<file path="config.mk">
export PLATFORM = sky130hd
export DESIGN_NAME = imem_loader
export DESIGN_NICKNAME = d
export VERILOG_FILES = /design/src/rtl/imem_loader_pkg.sv /design/src/rtl/imem_word_packer.sv /design/src/rtl/imem_loader.sv
export SDC_FILE = /design/constraint.sdc
export NUM_CORES = 1
export LEC_CHECK = 0
export CAP_MARGIN = 25
export CORE_AREA = 2 2 94 96
export DETAILED_ROUTE_END_ITERATION = 8
export DIE_AREA = 0 0 96 98
export HOLD_SLACK_MARGIN = 0.03
export PLACE_DENSITY = 0.75
export SLEW_MARGIN = 10
export SYNTH_ARGS = -nofsm -noshare
export SYNTH_HDL_FRONTEND = slang
export SYNTH_HIERARCHICAL = 1
export SYNTH_SLANG_ARGS = --single-unit
</file>
<file path="constraint.sdc">
create_clock -name clk -period 4.3 [get_ports clk]
set_input_delay 0.645 -clock clk [delete_from_list [all_inputs] [get_ports clk]]
set_output_delay 0.645 -clock clk [all_outputs]
set_load 0.1 [all_outputs]
</file>
<file path="src/rtl/imem_loader_pkg.sv">
// Shared definitions for the boot-time instruction-memory loader:
// FSM state encodings, stream framing constants and the header check.
package imem_loader_pkg;

  typedef enum logic [2:0] {
    LD_IDLE  = 3'd0,
    LD_HDR   = 3'd1,
    LD_LOAD  = 3'd2,
    LD_WRITE = 3'd3,
    LD_DONE  = 3'd4,
    LD_ERROR = 3'd5
  } ld_state_e;

  localparam int HDR_BYTES      = 2;
  localparam int BYTES_PER_WORD = 4;
  localparam int HDR_W          = $clog2(HDR_BYTES);
  localparam int LANE_W         = $clog2(BYTES_PER_WORD);

  // A word count is usable when it is non-zero and fits the IM (full depth allowed).
  function automatic logic hdr_count_ok(input logic [15:0] n, input int addr_w);
    return (n != 16'd0) && ({16'd0, n} <= (32'd1 << addr_w));
  endfunction

endpackage

</file>
<file path="src/rtl/imem_word_packer.sv">
// Collects four stream bytes into one big-endian instruction word.
// The first byte of each group ends up in bits [31:24].
module imem_word_packer
  import imem_loader_pkg::*;
(
  input  logic        clk,
  input  logic        reset,
  input  logic        clear,
  input  logic        strobe,
  input  logic [7:0]  byte_in,
  output logic        word_ready,
  output logic [31:0] word
);

  logic [LANE_W-1:0] lane;
  logic [31:0]       shreg;

  always_ff @(posedge clk) begin
    if (reset || clear) begin
      lane <= '0;
    end else if (strobe) begin
      lane <= lane + LANE_W'(1);
    end
  end

  // Shifting left places earlier bytes in the more significant lanes.
  always_ff @(posedge clk) begin
    if (strobe) begin
      shreg <= {shreg[23:0], byte_in};
    end
  end

  assign word_ready = strobe && (lane == LANE_W'(BYTES_PER_WORD - 1));
  assign word       = shreg;

endmodule

</file>
<file path="src/rtl/imem_loader.sv">
// Boot loader: parses a 2-byte word-count header, writes the image into IM
// at word addresses 0..N-1, then releases the core from reset.
module imem_loader
  import imem_loader_pkg::*;
#(
  parameter int          ADDR_W      = 10,
  parameter int unsigned TIMEOUT_CYC = 65535
) (
  input  logic              clk,
  input  logic              reset,
  input  logic              start,
  input  logic [7:0]        byte_in,
  input  logic              byte_valid,
  output logic              byte_ready,
  output logic              im_we,
  output logic [ADDR_W-1:0] im_addr,
  output logic [31:0]       im_wdata,
  output logic              cpu_reset,
  output logic              done,
  output logic              error,
  output logic [ADDR_W:0]   word_count
);

  localparam int CNT_W = ADDR_W + 1;
  localparam int TMO_W = (TIMEOUT_CYC < 2) ? 1 : $clog2(TIMEOUT_CYC + 1);
  localparam logic [TMO_W-1:0] TMO_LAST =
    TMO_W'((TIMEOUT_CYC == 0) ? 0 : TIMEOUT_CYC - 1);
  localparam logic [HDR_W-1:0] HDR_LAST = HDR_W'(HDR_BYTES - 1);

  ld_state_e         state, next_state;
  logic              accept;
  logic              tmo_hit;
  logic              load_start;
  logic [HDR_W-1:0]  hdr_idx;
  logic [15:0]       n_words;
  logic [TMO_W-1:0]  tmo_cnt;
  logic              word_ready;
  logic [31:0]       word;

  assign accept     = byte_valid && byte_ready;
  assign load_start = (state == LD_IDLE) && start;
  // Abort on the idle cycle that would bring the counter up to TIMEOUT_CYC.
  assign tmo_hit    = (TIMEOUT_CYC != 0) && !accept && (tmo_cnt == TMO_LAST);

  imem_word_packer u_packer (
    .clk        (clk),
    .reset      (reset),
    .clear      (load_start),
    .strobe     (accept && (state == LD_LOAD)),
    .byte_in    (byte_in),
    .word_ready (word_ready),
    .word       (word)
  );

  always_comb begin
    next_state = state;
    case (state)
      LD_IDLE:  if (start) next_state = LD_HDR;
      LD_HDR: begin
        if (accept && (hdr_idx == HDR_LAST)) begin
          next_state = hdr_count_ok({n_words[7:0], byte_in}, ADDR_W) ? LD_LOAD : LD_ERROR;
        end else if (tmo_hit) begin
          next_state = LD_ERROR;
        end
      end
      LD_LOAD: begin
        if (word_ready)   next_state = LD_WRITE;
        else if (tmo_hit) next_state = LD_ERROR;
      end
      LD_WRITE: next_state = ((32'(word_count) + 32'd1) == 32'(n_words)) ? LD_DONE : LD_LOAD;
      LD_DONE:  next_state = LD_DONE;
      LD_ERROR: next_state = LD_ERROR;
      default:  next_state = LD_IDLE;
    endcase
  end

  // Status outputs are registered from the next state so they line up with it.
  always_ff @(posedge clk) begin
    if (reset) begin
      state      <= LD_IDLE;
      byte_ready <= 1'b0;
      done       <= 1'b0;
      error      <= 1'b0;
      cpu_reset  <= 1'b1;
      word_count <= '0;
      hdr_idx    <= '0;
      tmo_cnt    <= '0;
    end else begin
      state      <= next_state;
      byte_ready <= (next_state == LD_HDR) || (next_state == LD_LOAD);
      done       <= (next_state == LD_DONE);
      error      <= (next_state == LD_ERROR);
      cpu_reset  <= (next_state != LD_DONE);
      if (load_start) begin
        word_count <= '0;
        hdr_idx    <= '0;
      end else begin
        if (state == LD_WRITE)         word_count <= word_count + CNT_W'(1);
        if ((state == LD_HDR) && accept) hdr_idx  <= hdr_idx + HDR_W'(1);
      end
      if (((state == LD_HDR) || (state == LD_LOAD)) && !accept) begin
        tmo_cnt <= tmo_cnt + TMO_W'(1);
      end else begin
        tmo_cnt <= '0;
      end
    end
  end

  always_ff @(posedge clk) begin
    if ((state == LD_HDR) && accept) begin
      n_words <= {n_words[7:0], byte_in};
    end
  end

  assign im_we    = (state == LD_WRITE);
  assign im_addr  = im_we ? word_count[ADDR_W-1:0] : '0;
  assign im_wdata = im_we ? word : '0;

endmodule
</file>
## Yosys cells after proc, flatten, opt, wreduce, memory -nomap -nowiden

Cells that the tools add are included.

| storage, ports and cells | value |
|---|---|
| flip-flop bits (word level) | 85 |
| input bits | 12 |
| output and inout port bits | 58 |

| cells by class | value |
|---|---|
| add/subtract/negate cells | 5 |
| order comparisons | 1 |
| equal/unequal tests | 13 |
| mux-type cells | 9 |
| bitwise logic cells | 1 |
| reductions and logical operators | 17 |

Operators by type and width:

| operator | number |
|---|---|
| $mux W32 | 1 |
| $mux W3 | 6 |
| $pmux W3 S6 | 1 |
| $add A16 B1 Y16 const B | 1 |
| $eq A12 B16 Y1 | 1 |
| $eq A16 B16 Y1 const B | 1 |
| $le A16 B11 Y1 const B | 1 |
| $reduce_bool A16 Y1 | 1 |
| $add A11 B1 Y12 const B | 1 |
| $eq A3 B3 Y1 const B | 4 |
| $add A11 B1 Y11 const B | 1 |
| $mux W10 | 1 |
| $eq A3 B2 Y1 const B | 3 |
| $logic_and A1 B1 Y1 | 9 |
| $eq A3 B1 Y1 const B | 2 |
| $reduce_or A2 Y1 | 2 |
| $logic_not A3 Y1 | 1 |
| $logic_or A1 B1 Y1 | 3 |
| $ne A3 B3 Y1 const B | 1 |
| $add A2 B1 Y2 const B | 1 |
| $eq A2 B2 Y1 const B | 1 |
| $add A1 B1 Y1 const B | 1 |
| $logic_not A1 Y1 | 1 |
| $not A1 Y1 | 1 |

## Depth between registers and ports, before layout

| depth | value |
|---|---|
| word-level depth | 8 |
| gate-level depth with buffers | 10 |
| mapped depth without buffers | 8 |

## Hierarchy

The synthesis kept the hierarchy.

Modules (own cells, without submodules):

| module | times used | cells an instance | area an instance (um2) | seq. area each (um2) |
|---|---|---|---|---|
| imem_loader | 1 | 309 | 2821.5 | 1181.1 |
| imem_word_packer | 1 | 40 | 1059.8 | 1001.0 |

## Worst setup path before layout

OpenSTA, ideal clock, no wires.

| timing path | value |
|---|---|
| path kind | register -> register |
| from | register byte_ready |
| to | register done |
| arrival time | 4.659 ns |
| data required time | 4.184 ns |
| path slack | -0.475 ns |
| stages on the path, launching flop included | 9 |
| path buffers | 0 |
| period minus slack after synthesis | 4.775 ns |
| path through | dfxtp_1 nand2_1 nor3_1 and2_2 nand2_1 o31a_1 o21ai_2 a211oi_2 and3b_1 |

| on the way | value |
|---|---|
| elaborated cells on any way between the ends | 11 |
| classes of those cells | eq/ne (1); mux (4); reduce/logical (6) |

RTL lines:

| what | RTL line | text |
|---|---|---|
| start, declared | imem_loader.sv:14 | `output logic byte_ready,` |
| start signal, assigned | imem_loader.sv:90 | `byte_ready <= (next_state == LD_HDR) \|\| (next_state == LD_LOAD);` |
| $logic_and A1 B1 Y1 | imem_loader.sv:40 | `assign accept = byte_valid && byte_ready;` |
| $logic_and A1 B1 Y1 | imem_loader.sv:49 | `.strobe (accept && (state == LD_LOAD)),` |
| $logic_and A1 B1 Y1 | imem_word_packer.sv:33 | `assign word_ready = strobe && (lane == LANE_W'(BYTES_PER_WORD - 1));` |
| via word_ready | imem_loader.sv:37 | `logic word_ready;` |
| $mux W3 | imem_loader.sv:67 | `if (word_ready) next_state = LD_WRITE;` |
| $pmux W3 S6 | imem_loader.sv:57 | `case (state)` |
| $eq A3 B3 Y1 | imem_loader.sv:91 | `done <= (next_state == LD_DONE);` |
| end signal, assigned | imem_loader.sv:91 |  |
| end, declared | imem_loader.sv:19 | `output logic done,` |

The timed path passes the listed nets, and every way through them passes these cells.
A chain may end at the register's enable or synchronous reset.

## Final worst setup path

| timing path | value |
|---|---|
| from | register word_count[3] |
| to | output port word_count[3] |

RTL lines:

| what | RTL line | text |
|---|---|---|
| start, declared | imem_loader.sv:21 | `output logic [ADDR_W:0] word_count` |
| start signal, assigned | imem_loader.sv:98 | `if (state == LD_WRITE) word_count <= word_count + CNT_W'(1);` |

No word-level cell between the ends.

==> impl_metrics.csv <==
group,metric,value,unit
place,place_congestion,0.808,
clock_tree,cts_tree,"yes",
sta,skew,0.0122,ns
min_path,hold_path.startpoint,"u_packer/word[3]$_DFFE_PP_",
sta,rsz0062_at_grt,"false",
yosys,synth_area_per_cell,11.1,um2
yosys,synthDistinctLibCells,54,
routing,viasPerCell,5.33,
clock_tree,h-tree-depth,3,
power,powerDensity,307,nW/um2
power,seqPwrFrac,0.596,
worst_setup_path,worst-path-buf-inv,1,
clock_tree,post_cts_resized,0,
floorplan,core.rowCount,34,
yosys,yosysSeqAreaShare,0.562,
cells_and_area,fillCellCount,766,
yosys,synth_cells,349,
place,post-place-ws,1.27,ns
yosys,ys_async_sr_fraction,0,
clock_tree,numCtsBuffers,9,
worst_setup_path,worst_r2r_endpoint,"done$_SDFF_PP0_",
worst_setup_path,worstPathRequired,3.65,ns
routing,drcViolationCount,0,
clock_tree,clock_sinks,85,
sta,max_freq,354,MHz
power,intPower,1100,uW
floorplan,start_util,0.458,
worst_setup_path,arrival,2.18,ns
sta,fin_crit_sh,0.656,
cells_and_area,area_growth,22.0,%
yosys,ys.flop_type,"edfxtp_1",
sta,slew_violations,0,
yosys,synth.yosys.warnings,6,
worst_setup_path,crit_fanout,13,
worst_setup_path,max_stage_delay,1.22,ns
clock_tree,cts_setup_buffers,0,
min_path,holdPathStages,0,
clock_tree,worstSkewPairLatency,0.36,ns
worst_setup_path,path_delay_family,"buffers and inverters",
worst_setup_path,crit_chain,"clkdlybuf4s50_1",
worst_setup_path,rrSetupSlack,1.58,ns
power,power_frac_comb,0.036,
global_routing,grt-ovfl-total,0,
routing,num_vias,2820,
flow_run,drv_cap,0,
global_routing,grt.total_usage,0.170,
global_routing,grt_pass1_wl,12500,um
sta,finalSetupViolCount,0,
cells_and_area,nNetsFinal,432,
yosys,synth-edff-count,48,
sta,slew_headroom,0.352,
yosys,ys_seq_elements,85,
routing,first_pass_iters,4,
place,io_buffers,69,
sta,hold_viol,0,
sta,fin_crit,2.82,ns
global_routing,grt_pass1_vias,2613,
global_routing,grt_max_degree,43,
floorplan,fp.dieH,98,um
worst_setup_path,worstSetupPathType,"flop to output pin",
worst_setup_path,ff2ff_path_depth,9,
routing,wl_per_cell,14.6,um
power,ir_drop,190,uV
min_path,min_path_type,"flop to flop",
place,place_area,4540,um2
cells_and_area,drive_gt1_frac,0.197,
cells_and_area,post-route-cell-area,4730,um2
floorplan,die_width,96,um
worst_setup_path,start_kind,"flop",
floorplan,fp.dieArea,9410,um2
yosys,syn-num-nets,365,
floorplan,core_area,8470,um2
min_path,min_to,"u_packer/word[11]$_DFFE_PP_",
yosys,syn-cell-area,3880,um2
worst_setup_path,crit_slowest_cell,"clkdlybuf4s50_1",
cells_and_area,n_antenna_cell,0,
power,leakage,0.00182,uW
power,switching_power,350,uW
worst_setup_path,crit_start,"word_count[3]$_SDFFE_PP0P_",
place,hpwl,5490,um
clock_tree,ctsHoldBuffers,0,
outcome,status,"finished clean",
sta,setup_ws,1.48,ns
floorplan,ios,70,
routing,wirelength,7730,um
power,pwr-share-clk,0.368,
routing,ant_nets,0,
power,sw_frac_of_total,0.241,
clock_tree,root_buffer,"clkbuf_8",
sta,tns,0,ns
clock_tree,clkTransAtPathRegs,0.09,ns
routing,drtIter0Drc,120,
sta,worst_pin_slew,0.969,ns
worst_setup_path,r2r_start,"state[0]$_SDFF_PP0_",
global_routing,antenna_found_initial,0,
worst_setup_path,end_kind,"output pin",
clock_tree,clock_path_buffers,2,
worst max-delay path by stage:
stage	end	slack (ns)	depth (start not counted)
floorplan	done$_SDFF_PP0_	0.68	8
global placement	done$_SDFF_PP0_	1.32	8
detailed placement	done$_SDFF_PP0_	1.27	8
CTS	word_count[3]	1.47	1
global route	cpu_reset$_SDFF_PP1_	1.37	9
finish	word_count[3]	1.48	1
cells in the mapped netlist (2+ instances only):
| cell type | n | share of area |
|---|---|---|
| nand2b_1 | 7 | 0.011 |
| a211oi_2 | 2 | 0.0064 |
| and3_2 | 2 | 0.0039 |
| nor2b_1 | 2 | 0.0032 |
| nor3_1 | 6 | 0.0077 |
| nor2_1 | 36 | 0.035 |
| or4_1 | 3 | 0.0058 |
| inv_1 | 6 | 0.0058 |
| and4_1 | 3 | 0.0068 |
| clkbuf_1 | 10 | 0.0097 |
| xor2_1 | 21 | 0.047 |
| or3_1 | 3 | 0.0048 |
| nand3b_1 | 2 | 0.0039 |
| a21oi_1 | 5 | 0.0064 |
| nand4_1 | 7 | 0.011 |
| edfxtp_1 | 48 | 0.37 |
| nor3_2 | 2 | 0.0052 |
| dfxtp_1 | 37 | 0.19 |
| or2_2 | 3 | 0.0048 |
| xnor2_1 | 15 | 0.034 |
| and2_1 | 3 | 0.0048 |
| nand3_1 | 17 | 0.022 |
| ha_1 | 4 | 0.013 |
| and2b_1 | 2 | 0.0039 |
| o21ai_0 | 7 | 0.0090 |
| o31a_1 | 3 | 0.0068 |
| mux2i_1 | 2 | 0.0052 |
| buf_6 | 5 | 0.015 |
| and3_1 | 44 | 0.071 |
| o31ai_1 | 2 | 0.0039 |
| and3b_1 | 2 | 0.0045 |
| nand2_1 | 16 | 0.015 |
final cells by class:
class                           count  area, um2  area share
Inverter                            6       22.5     0.00476
Sequential cell                    85       2180       0.461
Clock inverter                      7       68.8      0.0145
Clock buffer                        9        124      0.0262
Multi-Input combinational cell    241       1590       0.336
Tap cell                          108        135      0.0285
Timing Repair Buffer               73        613       0.129
sequential cells by signal, indices dropped and copies added (netlist names):
signal and cells:
u_packer/lane 2, word_count 11, error 1, tmo_cnt 16
cpu_reset 1, hdr_idx 1, n_words 16, byte_ready 1
done 1, u_packer/word 32, state 3
per-layer routing:
layer / global-route usage / up-vias / part of all wire / wire (um)
met3: 0.0424 / 7 / 0.055 / 429
li1: - / 1401 / - / -
met5: 0 / - / 0 / 0
met1: 0.218 / 1334 / 0.42 / 3290
met2: 0.279 / 78 / 0.51 / 3930
met4: 0.0560 / 0 / 0.011 / 82
metrics by stage:
step           utilization  hold slack (ns)  cells  power (uW)
2_1_floorplan            -            0.418    349         915
3_3_place_gp         0.537            0.420    513         936
3_5_place_dp         0.537            0.427    513         937
4_1_cts              0.559            0.441    529        1460
5_1_grt              0.559            0.441    529        1500
6_report             0.559            0.443    529        1450
cell families (layout without fill, tap and decap cells):
group | after synthesis | after routing | share of synthesized area
buffers and inverters | 23 | 95 | 0.0332
flip-flops | 85 | 85 | 0.562
AO/OA/AOI/OAI | 29 | 29 | 0.0554
XOR/XNOR | 36 | 36 | 0.0812
multiplexers | 2 | 2 | 0.00516
AND/OR/NAND/NOR | 170 | 170 | 0.250
adder cells (fa/ha/maj) | 4 | 4 | 0.0129
power groups by stage:
stage               clock [uW]  sequential [uW]  combinational [uW]
finish                     534              866                52.6
global route               578              867                56.4
CTS                        546              866                52.7
detailed placement           0              885                52.5
global placement             0              885                51.5
floorplan                    0              884                30.6
worst reg2reg max path, stage by stage (launching register included):
cell and delay, ns:
dfxtp_1 0.82, buf_4 0.40, nor3_4 0.07, buf_4 0.27, and2_2 0.26, nand2_1 0.09, o31a_1 0.17, o21ai_2 0.08
a211oi_2 0.30, and3b_1 0.21
cell usage in the layout (no fill, tap or decap), types with 3 or more instances in the layout:
cell / count
nor3_1: 4
nor3_2: 3
xor2_1: 21
or2_2: 3
nand4_1: 7
and2_1: 3
and3_1: 44
dfxtp_1: 37
buf_4: 47
clkdlybuf4s50_1: 26
or4_1: 3
nor2_1: 35
or3_1: 3
o31a_1: 3
and4_1: 3
nand3_1: 17
xnor2_1: 15
inv_1: 6
clkbuf_8: 9
a21oi_1: 5
edfxtp_1: 48
nand2b_1: 7
nand2_1: 16
o21ai_0: 7
ha_1: 4
Power figures use the tool's default switching activity.
